===== src/rtl/regs_sb.sv =====
// regs_sb: parametrised register file with two combinational read ports,
// one enabled write port and a per-register busy scoreboard that flags
// read-after-write hazards against in-flight producers.
// Optional feature macro: REGS_BYPASS_EN (same-cycle write-to-read bypass
// and busy masking on a writeback hit).
module regs_sb #(
    parameter int unsigned DATA_W   = 32,
    parameter int unsigned ADDR_W   = 5,
    parameter bit          ZERO_REG = 1'b1
) (
    input  logic              i_CLK,
    input  logic              i_RST,
    input  logic [ADDR_W-1:0] i_reg_1_sel,
    input  logic [ADDR_W-1:0] i_reg_2_sel,
    output logic [DATA_W-1:0] o_reg_1,
    output logic [DATA_W-1:0] o_reg_2,
    input  logic              i_reg_w_en,
    input  logic [ADDR_W-1:0] i_reg_w_sel,
    input  logic [DATA_W-1:0] i_reg_w_data,
    input  logic              i_issue_valid,
    input  logic [ADDR_W-1:0] i_issue_rd,
    output logic              o_reg_1_busy,
    output logic              o_reg_2_busy,
    output logic              o_hazard,
    output logic [ADDR_W:0]   o_busy_cnt
);

    localparam int unsigned DEPTH = 2 ** ADDR_W;
    localparam int unsigned CNT_W = ADDR_W + 1;

    logic [DATA_W-1:0] regs [DEPTH];
    logic [DEPTH-1:0]  busy;
    logic [DEPTH-1:0]  busy_nxt;
    logic [CNT_W-1:0]  busy_cnt;
    logic [CNT_W-1:0]  busy_cnt_nxt;

    logic w_ok;
    logic set_ok;
    logic rise;
    logic fall;

    // Qualify write and issue: register 0 is hardwired when ZERO_REG is set
    always_comb begin
        w_ok   = i_reg_w_en    && !(ZERO_REG && (i_reg_w_sel == '0));
        set_ok = i_issue_valid && !(ZERO_REG && (i_issue_rd == '0));
    end

    // Register storage: reset clears every entry, otherwise a qualified write
    always_ff @(posedge i_CLK) begin
        if (i_RST) begin
            for (int unsigned i = 0; i < DEPTH; i++) begin
                regs[ADDR_W'(i)] <= '0;
            end
        end else if (w_ok) begin
            regs[i_reg_w_sel] <= i_reg_w_data;
        end
    end

    // Scoreboard next state: a new producer supersedes the retiring one
    always_comb begin
        busy_nxt = busy;
        rise     = 1'b0;
        fall     = 1'b0;
        if (i_reg_w_en) begin
            busy_nxt[i_reg_w_sel] = 1'b0;
        end
        if (set_ok) begin
            busy_nxt[i_issue_rd] = 1'b1;
        end
        rise = set_ok && !busy[i_issue_rd];
        fall = i_reg_w_en && busy[i_reg_w_sel]
               && !(set_ok && (i_issue_rd == i_reg_w_sel));
        case ({rise, fall})
            2'b10:   busy_cnt_nxt = busy_cnt + CNT_W'(1);
            2'b01:   busy_cnt_nxt = busy_cnt - CNT_W'(1);
            default: busy_cnt_nxt = busy_cnt;
        endcase
    end

    // Scoreboard state and busy population count
    always_ff @(posedge i_CLK) begin
        if (i_RST) begin
            busy     <= '0;
            busy_cnt <= '0;
        end else begin
            busy     <= busy_nxt;
            busy_cnt <= busy_cnt_nxt;
        end
    end

    // Read ports: stored value, optional same-cycle bypass, zero register
    always_comb begin
        o_reg_1      = regs[i_reg_1_sel];
        o_reg_2      = regs[i_reg_2_sel];
        o_reg_1_busy = busy[i_reg_1_sel];
        o_reg_2_busy = busy[i_reg_2_sel];
`ifdef REGS_BYPASS_EN
        if (w_ok && (i_reg_1_sel == i_reg_w_sel)) begin
            o_reg_1      = i_reg_w_data;
            o_reg_1_busy = 1'b0;
        end
        if (w_ok && (i_reg_2_sel == i_reg_w_sel)) begin
            o_reg_2      = i_reg_w_data;
            o_reg_2_busy = 1'b0;
        end
`else
`endif
        if (ZERO_REG && (i_reg_1_sel == '0)) begin
            o_reg_1 = '0;
        end
        if (ZERO_REG && (i_reg_2_sel == '0)) begin
            o_reg_2 = '0;
        end
        o_hazard   = o_reg_1_busy | o_reg_2_busy;
        o_busy_cnt = busy_cnt;
    end

endmodule


===== config.mk =====
export PLATFORM = sky130hd
export DESIGN_NAME = regs_sb
export DESIGN_NICKNAME = d
export VERILOG_FILES = /design/src/rtl/regs_sb.sv
export SDC_FILE = /design/constraint.sdc
export NUM_CORES = 2
export LEC_CHECK = 0
export CAP_MARGIN = 20
export CORE_MARGIN = 10
export CORE_UTILIZATION = 40
export CTS_BUF_LIST = sky130_fd_sc_hd__clkbuf_16
export DETAILED_ROUTE_END_ITERATION = 10
export SYNTH_ARGS = -nofsm -noshare
export SYNTH_HDL_FRONTEND = slang
export SYNTH_SLANG_ARGS = --single-unit

===== constraint.sdc =====
create_clock -name i_CLK -period 9.18 [get_ports i_CLK]
set_input_delay 1.836 -clock i_CLK [delete_from_list [all_inputs] [get_ports i_CLK]]
set_output_delay 1.836 -clock i_CLK [all_outputs]
set_load 0.005 [all_outputs]

==> impl_metrics.json <==
{
  "outcome": "finished, final reports clean",
  "setup-tns-final_ns": 0,
  "min-delay-start": "o_busy_cnt[5]",
  "worstPathArrival_ns": 5.15,
  "synth_xor_area_share_pct": 0.154,
  "worstMarginPinSlew_ns": 1.17,
  "grt-ovfl-total": 0,
  "die_area_um2": 158000,
  "fin_area_um2": 64000,
  "synthMuxAreaShare_pct": 26.3,
  "fmax_mhz": 143,
  "synth.area.top_cells": "edfxtp_1, mux4_2, and2_1",
  "worstSetupPathType": "primary input to output port",
  "drv_cap": 0,
  "synth.yosys.seq_area_share_pct": 55.3,
  "fin_crit_sh_pct": 76.1,
  "ys_types": 45,
  "firstDrtPassIters": 8,
  "most-common-layout-cells": "edfxtp_1, and2_1, mux4_2",
  "post-synth-top-area-cell": "edfxtp_1",
  "tritoncts": "built",
  "crit_start": "i_reg_1_sel[0]",
  "hold_viol_final": 0,
  "critical_path.max_fanout": 79,
  "cts_resized": 0,
  "synth_top_family_by_area": "multiplexers",
  "vias_per_cell": 6.03,
  "cts_made_buffers": 115,
  "io_pins": 129,
  "vias": 34000,
  "syn_inst": 3639,
  "dpl.hpwl_mm": 103,
  "io_buffers": 128,
  "yosysTopAreaCellShare_pct": 54.0,
  "rsz0062_at_grt": "false",
  "syn_area_um2": 57000,
  "gp_congestion": 0.873,
  "worstSetupEndpointType": "output port",
  "reg2reg_from": "busy[11]",
  "cts_max_level": 3,
  "yosys.area_share.simple_pct": 12.5,
  "die_w_um": 397,
  "placed_cell_area_um2": 60300,
  "cts_sinks": 1062,
  "wirelength_mm": 185,
  "drc_errors": 0,
  "slew_viol_final": 0,
  "syn_avg_cell_area_um2": 15.7,
  "hold_path_class": "register to register",
  "antenna_left": 0,
  "synth_warnings": 0,
  "grt_use_total_pct": 23.1,
  "synth_compound_area_share_pct": 2.50,
  "slew_headroom_pct": 22.0,
  "start_kind": "primary input",
  "path_clk_slew_ns": 0.06,
  "rows": 138,
  "die_h_um": 397,
  "nNetsFinal": 3696,
  "start_util_pct": 40.2,
  "wl_per_cell_um": 32.9,
  "required_ns": 7.34,
  "pwr_density_cell_nw_per_um2": 182,
  "finClkSkew_ns": 0.0149,
  "layout_commonest_cell": "edfxtp_1",
  "antenna_found_initial": 10,
  "power_mw": 11.7,
  "leakagePower_nw": 22.0,
  "coreArea_um2": 142000,
  "grt_max_degree": 130,
  "clk-insertion-delay-late_ns": 0.73,
  "synth_fa_ha_area_share_pct": 0.145,
  "post_cts_buffers": 0,
  "grt_pass1_vias": 34900,
  "clockBufferDepth": 3,
  "drive_gt1_share_pct": 25.1,
  "synth_seq_cells": 1062,
  "ctsHoldBuffers": 0,
  "fin_crit_ns": 6.98,
  "setup_viol": 0,
  "cts_root_buf": "clkbuf_16",
  "grt_pass1_wl_mm": 261,
  "ir_worst_vdd_mv": 0.151,
  "area_growth_pct": 12.5,
  "initialDrtViolationCount": 4005
}
where the power goes:
part | internal, mW | switching (mW) | total, mW
clock network | 2.48 | 1.98 | 4.46
registers | 5.57 | 0.125 | 5.70
logic | 0.689 | 0.828 | 1.52
state kept, by name, summed over array words and instances (netlist names):
name,flops
regs,1024
busy,32
o_busy_cnt,6
metal layers:
metal	global-route usage, %	vias up	wire [um]
li1	-	14000	-
met4	8.36	2	7090
met3	5.25	315	17900
met2	36.7	1831	87500
met1	31.1	17800	72400
met5	0	-	13
logic make-up (layout without fill, tap and decap cells):
kind of cell,count (synthesis),in the layout
DFF,1062,1062
xor gates and xnor gates,10,10
other,1,40
adders and majority gates,6,6
muxes,755,755
and+or+nand+nor,1178,1178
buffers and inverters,402,461
AOI/OAI and AO/OA,225,225
synth_stat cells, drive strengths merged:
master      n
conb        1
or2        28
nand4bb     1
dfxtp      38
o211ai      2
nor2       51
o21bai      4
o22ai      68
mux4      593
xor2        6
nand3      18
nand2b      2
o41ai       1
a21oi      38
edfxtp   1024
buf       112
fa          1
nand4       4
inv         8
ha          5
clkbuf    282
mux2i     159
xnor2       4
or3b        2
a21o       66
and3        2
nor3b       5
nor3        3
nor4        1
a31oi       1
or3         4
a22oi       8
nand2      45
and2      993
a311o       1
mux2        3
nor2b       8
and3b       2
nand3b      9
o21ai      36
area by class of cell:
class	instances	area (um2)
Antenna cell	8	20.0
Clock inverter	94	602
Inverter	8	30.0
Fill cell	12300	77500
Timing Repair Buffer	241	2450
Clock buffer	118	2950
Sequential cell	1062	31500
Tap cell	1890	2360
Multi-Input combinational cell	2206	24100
per-stage QoR:
stage,std cells,hold WS (ns),setup slack (ns),util (%)
global route,5620,0.544,2.01,45.2
floorplan,3670,0.474,3.84,-
CTS,5611,0.502,2.16,45.1
global placement,5392,0.475,2.17,42.5
finish,5627,0.499,2.20,45.2
detailed placement,5399,0.490,2.16,42.6
path summary, 6_finish.rpt:
check,end,slack (ns),cells past startpoint
worst max-delay path,o_reg_1[17],2.20,6
worst min-delay path,o_busy_cnt[5],0.50,2
worst max register to register,o_busy_cnt[5],5.27,13
worst min register to register,o_busy_cnt[5],0.50,2
worst max-delay path, cell delays in order:
cell             delay, ns
buf_8                 0.54
buf_12                0.62
mux4_2                0.59
mux4_2                0.52
a21o_1                0.30
clkdlybuf4s50_1       0.50
No activity file was read; power rests on OpenSTA's default activity.
